$ cat src/rtl/bp_pkg.sv
// Shared types and constants for the BHT/BTB branch predictor.
// The 2-bit counter encoding doubles as the prediction: bit 1 set means taken.
package bp_pkg;

  localparam int BP_ADDR_W = 32;
  localparam int BP_TAG_W  = 8;

  typedef enum logic [1:0] {
    SNT = 2'b00,
    WNT = 2'b01,
    WT  = 2'b10,
    ST  = 2'b11
  } ctr_t;

  // One BTB slot; the direction counter lives in a separate array so that it
  // can be reset independently of the tag/target payload.
  typedef struct packed {
    logic                 valid;
    logic [BP_TAG_W-1:0]  tag;
    logic [BP_ADDR_W-1:0] target;
  } btb_entry_t;

  localparam ctr_t CTR_INIT            = WNT;
  localparam ctr_t CTR_ALLOC_TAKEN     = WT;
  localparam ctr_t CTR_ALLOC_NOT_TAKEN = WNT;

  // Direction implied by a counter value.
  function automatic logic ctr_says_taken(input ctr_t c);
    return c[1];
  endfunction

endpackage

$ cat src/rtl/bht_branch_predictor_if.sv
// Fetch/execute-facing bundle of the branch predictor.
//
// Handshake semantics: there is no back-pressure. fetch_pc is looked up every
// cycle and pred_* are valid combinationally in that cycle. resolve_valid is a
// single-cycle qualifier for all resolve_* fields; the predictor always accepts
// it (no ready). rst_out is a one-cycle registered pulse that qualifies
// redirect_pc; redirect_pc holds its last value otherwise. mispredict_count is
// always valid.
interface bht_branch_predictor_if #(
  parameter int ADDR_W = 32
);
  logic [ADDR_W-1:0] fetch_pc;
  logic              pred_taken;
  logic [ADDR_W-1:0] pred_target;
  logic              pred_hit;
  logic              resolve_valid;
  logic [ADDR_W-1:0] resolve_pc;
  logic              resolve_taken;
  logic [ADDR_W-1:0] resolve_target;
  logic              resolve_pred_taken;
  logic [ADDR_W-1:0] resolve_pred_target;
  logic              rst_out;
  logic [ADDR_W-1:0] redirect_pc;
  logic [31:0]       mispredict_count;

  // Pipeline side: drives fetch PC and resolutions, consumes predictions.
  modport master (
    output fetch_pc, resolve_valid, resolve_pc, resolve_taken,
           resolve_target, resolve_pred_taken, resolve_pred_target,
    input  pred_taken, pred_target, pred_hit, rst_out, redirect_pc,
           mispredict_count
  );

  // Predictor side.
  modport slave (
    input  fetch_pc, resolve_valid, resolve_pc, resolve_taken,
           resolve_target, resolve_pred_taken, resolve_pred_target,
    output pred_taken, pred_target, pred_hit, rst_out, redirect_pc,
           mispredict_count
  );
endinterface

$ cat src/rtl/bp_sat_counter.sv
// 2-bit saturating up/down counter next-state function used when training.
module bp_sat_counter
  import bp_pkg::*;
(
  input  ctr_t ctr_in,
  input  logic taken,
  output ctr_t ctr_out
);

  // Step toward taken or not-taken, sticking at the ends.
  always_comb begin
    ctr_out = ctr_in;
    case (ctr_in)
      SNT:     ctr_out = taken ? WNT : SNT;
      WNT:     ctr_out = taken ? WT  : SNT;
      WT:      ctr_out = taken ? ST  : WNT;
      ST:      ctr_out = taken ? ST  : WT;
      default: ctr_out = ctr_in;
    endcase
  end

endmodule

$ cat src/rtl/bht_branch_predictor.sv
// Fetch-stage branch predictor: direct-mapped BTB plus 2-bit BHT, flop based.
// Lookup is combinational on fetch_pc; training and flush generation happen
// on the resolve interface from execute.
// Optional macro BP_GSHARE_EN: XOR a global history register into both the
// lookup and the update index (gshare). Undefined means PC-only indexing.
// Entry widths come from bp_pkg, so ADDR_W/TAG_W must track BP_ADDR_W/BP_TAG_W.
module bht_branch_predictor
  import bp_pkg::*;
#(
  parameter int ADDR_W = BP_ADDR_W,
  parameter int IDX_W  = 6,
  parameter int TAG_W  = BP_TAG_W
) (
  input  logic                   clk,
  input  logic                   rst_BF,
  bht_branch_predictor_if.slave  bus
);

  localparam int ENTRIES = 1 << IDX_W;

  btb_entry_t btb     [ENTRIES];
  ctr_t       ctr_tab [ENTRIES];

  logic [IDX_W-1:0]  fetch_idx;
  logic [IDX_W-1:0]  upd_idx;
  logic [TAG_W-1:0]  fetch_tag;
  logic [TAG_W-1:0]  upd_tag;
  btb_entry_t        fetch_entry;
  btb_entry_t        upd_entry;
  ctr_t              fetch_ctr;
  ctr_t              upd_ctr;
  ctr_t              upd_ctr_next;
  logic              fetch_hit;
  logic              upd_hit;
  logic              mispredict;
  logic [ADDR_W-1:0] redirect_next;

  logic              rst_out_q;
  logic [ADDR_W-1:0] redirect_q;
  logic [31:0]       count_q;

`ifdef BP_GSHARE_EN
  logic [IDX_W-1:0] ghr;

  // Global history: shift in every resolved outcome, never rolled back.
  always_ff @(posedge clk) begin
    if (rst_BF) begin
      ghr <= '0;
    end else if (bus.resolve_valid) begin
      ghr <= {ghr[IDX_W-2:0], bus.resolve_taken};
    end
  end

  assign fetch_idx = bus.fetch_pc[IDX_W+1:2] ^ ghr;
  assign upd_idx   = bus.resolve_pc[IDX_W+1:2] ^ ghr;
`else
  assign fetch_idx = bus.fetch_pc[IDX_W+1:2];
  assign upd_idx   = bus.resolve_pc[IDX_W+1:2];
`endif

  assign fetch_tag = bus.fetch_pc[IDX_W+2 +: TAG_W];
  assign upd_tag   = bus.resolve_pc[IDX_W+2 +: TAG_W];

  // Read ports see only registered contents: an update to the same index in
  // this cycle is not forwarded to the lookup.
  assign fetch_entry = btb[fetch_idx];
  assign fetch_ctr   = ctr_tab[fetch_idx];
  assign upd_entry   = btb[upd_idx];
  assign upd_ctr     = ctr_tab[upd_idx];

  assign fetch_hit = fetch_entry.valid && (fetch_entry.tag == fetch_tag);
  assign upd_hit   = upd_entry.valid && (upd_entry.tag == upd_tag);

  assign bus.pred_hit    = fetch_hit;
  assign bus.pred_taken  = fetch_hit && ctr_says_taken(fetch_ctr);
  assign bus.pred_target = bus.pred_taken ? fetch_entry.target
                                          : bus.fetch_pc + ADDR_W'(4);

  bp_sat_counter u_sat (
    .ctr_in  (upd_ctr),
    .taken   (bus.resolve_taken),
    .ctr_out (upd_ctr_next)
  );

  // A wrong direction, or a taken branch that went somewhere else, flushes.
  assign mispredict = bus.resolve_valid &&
                      ((bus.resolve_taken != bus.resolve_pred_taken) ||
                       (bus.resolve_taken &&
                        (bus.resolve_target != bus.resolve_pred_target)));

  assign redirect_next = bus.resolve_taken ? bus.resolve_target
                                           : bus.resolve_pc + ADDR_W'(4);

  // Table training: allocate on miss, otherwise nudge the counter and refresh
  // the target only when the branch was actually taken.
  always_ff @(posedge clk) begin
    if (rst_BF) begin
      for (int i = 0; i < ENTRIES; i++) begin
        btb[i].valid <= 1'b0;
        ctr_tab[i]   <= CTR_INIT;
      end
    end else if (bus.resolve_valid) begin
      if (upd_hit) begin
        ctr_tab[upd_idx] <= upd_ctr_next;
        if (bus.resolve_taken) begin
          btb[upd_idx].target <= bus.resolve_target;
        end
      end else begin
        btb[upd_idx] <= '{valid: 1'b1, tag: upd_tag,
                          target: bus.resolve_target};
        ctr_tab[upd_idx] <= bus.resolve_taken ? CTR_ALLOC_TAKEN
                                              : CTR_ALLOC_NOT_TAKEN;
      end
    end
  end

  // Flush pulse, redirect target and saturating mispredict counter.
  always_ff @(posedge clk) begin
    if (rst_BF) begin
      rst_out_q  <= 1'b0;
      redirect_q <= '0;
      count_q    <= '0;
    end else begin
      rst_out_q <= mispredict;
      if (mispredict) begin
        redirect_q <= redirect_next;
        if (count_q != 32'hFFFF_FFFF) begin
          count_q <= count_q + 32'd1;
        end
      end
    end
  end

  assign bus.rst_out          = rst_out_q;
  assign bus.redirect_pc      = redirect_q;
  assign bus.mispredict_count = count_q;

endmodule

$ cat src/flat_wrapper.sv
// flat-port wrapper written by rule: the top's interface ports become plain ports
module bht_branch_predictor_flat import bp_pkg::*;
#(
  parameter int ADDR_W = BP_ADDR_W,
  parameter int IDX_W  = 6,
  parameter int TAG_W  = BP_TAG_W
)
  (clk, rst_BF, bus_fetch_pc, bus_resolve_valid, bus_resolve_pc, bus_resolve_taken, bus_resolve_target, bus_resolve_pred_taken, bus_resolve_pred_target, bus_pred_taken, bus_pred_target, bus_pred_hit, bus_rst_out, bus_redirect_pc, bus_mispredict_count);
  bht_branch_predictor_if #(.ADDR_W(ADDR_W)) bus_i ();
  input  logic clk;
  input  logic rst_BF;
  input wire logic [$bits(bus_i.fetch_pc)-1:0] bus_fetch_pc;
  input wire logic [$bits(bus_i.resolve_valid)-1:0] bus_resolve_valid;
  input wire logic [$bits(bus_i.resolve_pc)-1:0] bus_resolve_pc;
  input wire logic [$bits(bus_i.resolve_taken)-1:0] bus_resolve_taken;
  input wire logic [$bits(bus_i.resolve_target)-1:0] bus_resolve_target;
  input wire logic [$bits(bus_i.resolve_pred_taken)-1:0] bus_resolve_pred_taken;
  input wire logic [$bits(bus_i.resolve_pred_target)-1:0] bus_resolve_pred_target;
  output wire logic [$bits(bus_i.pred_taken)-1:0] bus_pred_taken;
  output wire logic [$bits(bus_i.pred_target)-1:0] bus_pred_target;
  output wire logic [$bits(bus_i.pred_hit)-1:0] bus_pred_hit;
  output wire logic [$bits(bus_i.rst_out)-1:0] bus_rst_out;
  output wire logic [$bits(bus_i.redirect_pc)-1:0] bus_redirect_pc;
  output wire logic [$bits(bus_i.mispredict_count)-1:0] bus_mispredict_count;
  assign bus_i.fetch_pc = bus_fetch_pc;
  assign bus_i.resolve_valid = bus_resolve_valid;
  assign bus_i.resolve_pc = bus_resolve_pc;
  assign bus_i.resolve_taken = bus_resolve_taken;
  assign bus_i.resolve_target = bus_resolve_target;
  assign bus_i.resolve_pred_taken = bus_resolve_pred_taken;
  assign bus_i.resolve_pred_target = bus_resolve_pred_target;
  assign bus_pred_taken = bus_i.pred_taken;
  assign bus_pred_target = bus_i.pred_target;
  assign bus_pred_hit = bus_i.pred_hit;
  assign bus_rst_out = bus_i.rst_out;
  assign bus_redirect_pc = bus_i.redirect_pc;
  assign bus_mispredict_count = bus_i.mispredict_count;
  bht_branch_predictor #(.ADDR_W(ADDR_W), .IDX_W(IDX_W), .TAG_W(TAG_W)) u_core (.clk(clk), .rst_BF(rst_BF), .bus(bus_i));
endmodule
$ cat config.mk
export PLATFORM = sky130hd
export DESIGN_NAME = bht_branch_predictor_flat
export DESIGN_NICKNAME = d
export VERILOG_FILES = /design/src/rtl/bp_pkg.sv /design/src/rtl/bht_branch_predictor_if.sv /design/src/rtl/bp_sat_counter.sv /design/src/rtl/bht_branch_predictor.sv /design/src/flat_wrapper.sv
export SDC_FILE = /design/constraint.sdc
export NUM_CORES = 2
export LEC_CHECK = 0
export CORE_AREA = 8 8 467 469
export CTS_CLUSTER_DIAMETER = 30
export DETAILED_ROUTE_END_ITERATION = 7
export DIE_AREA = 0 0 475 477
export GPL_TIMING_DRIVEN = 0
export PLACE_DENSITY = 0.77
export SETUP_SLACK_MARGIN = 0.5
export SLEW_MARGIN = 15
export SYNTH_ARGS = -nofsm -noshare
export SYNTH_HDL_FRONTEND = slang
export SYNTH_SLANG_ARGS = --single-unit
$ cat constraint.sdc
create_clock -name clk -period 6.2 [get_ports clk]
set_clock_uncertainty 0.2 [all_clocks]
set_input_delay 1.55 -clock clk [delete_from_list [all_inputs] [get_ports clk]]
set_output_delay 1.55 -clock clk [all_outputs]
set_load 0.02 [all_outputs]
==> results.cfg <==
[floorplan]
start_util_pct = 55.7
rows = 169
fp.coreArea_mm2 = 0.211
die_h_um = 477
die_area_mm2 = 0.227
ioPinCount = 232
die_w_um = 475

[yosys]
synth_top_area_cell = edfxtp_1
yosysWarnings = 0
synth-seq-cells = 2817
synth_top_area_share_pct = 68.8
synthArstFlopShare_pct = 0
netlist_area_mm2 = 0.117
synthDistinctLibCells = 82
yosysSeqAreaShare_pct = 71.0
synth.most_common_cell = edfxtp_1
synth_edf_count = 2688
ys.flop_type = edfxtp_1
yosys-top-cells-count = 2688 x edfxtp_1, 906 x mux4_2, 256 x nor2_1, 199 x clkbuf_1, 182 x nand2_1
synth_area_per_cell_um2 = 19.8
synth_area_leaders = edfxtp_1 69%, mux4_2 17%, dfxtp_1 2.2%
syn_inst = 5926
synth_nets = 6062

[layout]
fin_cells = 10200
nets = 7101
area_growth_pct = 27.5
drive_above_1_share_pct = 37.8
multi_input_area_mm2 = 0.0335
fin_util_pct = 71.0
fillers = 12000
layout.area.seq_mm2 = 0.0833

[grt]
antenna_found_initial = 47
first_global_vias = 76400
grt_overflow = 0
grt_max_degree = 71
track_usage_pct = 44.0
grt_pass1_wl_mm = 671

[cts]
tritoncts = built
cts_sinks = 2817
clk_pin_slew_worst_paths_ps = 40
clk_path_buf_depth = 4
htree_num_levels = 6
clockRootBuffer = clkbuf_16
clock_latency_ps = 1010
numCtsBuffers = 530
hold_buffers = 0

[critical_path]
cp_num_cells = 16
path_buf_inv = 7
ff2ff_path_depth = 12
cp_max_fo = 10
required_ps = 4450
crit_family = multiplexers
r2r-start = u_core.btb[0][33]$_DFFE_PP_
endpoint_kind = output pin
cp-start-kind = primary input
crit_end = bus_pred_target[11]
cp_slowest_cell = mux4_2
crit_path_start = bus_fetch_pc[2]
cp.arrival_ps = 5540
path_cells = buf_12 -> buf_12 -> buf_12 -> mux4_2 -> mux4_2 -> mux2i_4 -> xor2_1 -> nor2_1 -> a21oi_2 -> and4_4 -> nand4b_4 -> buf_12 -> buf_12 -> buf_12 -> mux2_4 -> buf_6
cpPeakStageDelay_ps = 660
crit_top_cell = buf_12
r2r-end = u_core.btb[33][22]$_DFFE_PP_
worstSetupPathType = in -> out
r2r_setup_slack_ps = 1600

[placement]
numPlacedInstances = 9092
hpwlAfterDp_mm = 296
dpl_worst_slack_ps = -4260
finalWeightedCongestion = 1.04
port_buffers = 225

[detailed_routing]
routed_wl_mm = 521
first_iter_violations = 15900
routedWlPerCell_um = 50.8
drtAntennaViolNets = 0
num_vias = 79300
drtPass1Iterations = 8
routed_via_density = 7.74
drc = 1

[outcome]
violations = DRC, setup timing
status = complete, but fails checks

[power]
p_comb_share_pct = 7.0
swShare_pct = 24.4
p_total_mw = 54.0
sequentialPowerShare_pct = 38.9
p_sw_mw = 13.2
p_clk_share_pct = 54.1
intPower_mw = 40.9
peakVddDrop_mv = 0.341
p_per_area_mw_per_mm2 = 361
p_leak_nw = 49.5

[sta]
relSlewSlack_pct = 11.9
period_needed_ps = 7290
fmax_mhz = 137
fin_crit_sh_pct = 118
finalSetupTns_ps = -33340
grt_setup_unrepaired = true
slew_violations = 0
finalSetupViolCount = 34
worstMarginPinSlew_ps = 1320
hold_viol_final = 0
finalWorstSetupSlack_ps = -1090

[hold_path]
hp-class = reg -> reg

[run]
maxCapViolations = 0
## cell usage in the layout, fill, tap and decap left out, types with 119 or more instances in the layout
master           instances
mux4_2                 906
mux2i_1                119
clkbuf_16              571
clkdlybuf4s50_1        147
clkbuf_1               132
buf_4                  192
edfxtp_1              2688
buf_12                 119
nand2_1                178
nor2_1                 131
dfxtp_1                129
## cells by family (layout without fill, tap and decap cells)
group | count (synthesis) | after routing | share of synthesized area (%)
simple gates | 751 | 751 | 3.07
buf+inv | 498 | 1949 | 1.91
compound gates | 589 | 589 | 3.56
mux | 1139 | 1139 | 19.5
xor+xnor | 129 | 129 | 0.963
other cells | 0 | 47 | 0
flops | 2817 | 2817 | 71.0
fa+ha+maj | 3 | 3 | 0.0320
## cell type report
type | instances | share of cell area (%)
inverter | 78 | 0.201
tap | 2821 | 2.36
sequential | 2817 | 55.7
timing repair buffer | 507 | 4.59
clock buffer | 628 | 9.51
antenna | 47 | 0.0786
multi-input combinational | 2611 | 22.4
buffer | 420 | 3.06
clock inverter | 316 | 2.19
## repair_timing
action,CTS,global route
gates cloned,10,0
pin swaps,38,29
buffers inserted,122,29
setup endpoints to repair,2805,2038
gates resized for setup,821,153
## how the worst min path moves through the flow
stage / end / startpoint / cells after the start
after floorplan: u_core.btb[30][40]$_SDFFE_PP1P_ / u_core.btb[30][40]$_SDFFE_PP1P_ / 2
after global placement: u_core.btb[7][40]$_SDFFE_PP1P_ / u_core.btb[7][40]$_SDFFE_PP1P_ / 2
after detailed placement: u_core.btb[51][40]$_SDFFE_PP1P_ / u_core.btb[51][40]$_SDFFE_PP1P_ / 2
after CTS: u_core.btb[25][40]$_SDFFE_PP1P_ / u_core.btb[25][40]$_SDFFE_PP1P_ / 2
after global routing: u_core.btb[51][40]$_SDFFE_PP1P_ / u_core.btb[51][40]$_SDFFE_PP1P_ / 2
final: u_core.btb[51][40]$_SDFFE_PP1P_ / u_core.btb[51][40]$_SDFFE_PP1P_ / 2
## metal layers
| metal | wire, µm | global-route usage, % | vias up |
|---|---|---|---|
| li1 | - | - | 27200 |
| met1 | 153000 | 50.6 | 39800 |
| met2 | 229000 | 66.0 | 9468 |
| met3 | 74000 | 14.1 | 2794 |
| met4 | 64800 | 39.3 | 20 |
| met5 | 154 | 0.767 | - |
## power groups by stage
stage	Sequential (mW)	Combinational, mW	Clock [mW]
final	21.0	3.78	29.2
after global routing	21.0	3.70	29.7
after CTS	21.0	3.48	28.7
after detailed placement	21.4	3.13	0
after global placement	21.4	3.05	0
after floorplan	21.4	1.51	0
## sequential cells by signal (all words and copies together), names as in the netlist
signal / cells
u_core.bus.redirect_pc: 32
u_core.bus.mispredict_count: 32
u_core.bus.rst_out: 1
u_core.ctr_tab: 128
u_core.btb: 2624
## worst reg2reg max path, delay by kind of cell (launching register included)
| family | cells | cell delay, ps |
|---|---|---|
| AND/OR/NAND/NOR | 4 | 1420 |
| AO/OA/AOI/OAI | 4 | 1330 |
| buffers and inverters | 3 | 650 |
| flip-flops | 1 | 380 |
| multiplexers | 1 | 280 |
## stage by stage
step	hold WS (ps)	cell area [µm²]
after floorplan	246	118000
after detailed placement	266	127000
after global routing	286	150000
final	273	150000
after global placement	255	124000
after CTS	272	149000
(Power assumes the default switching activity.)
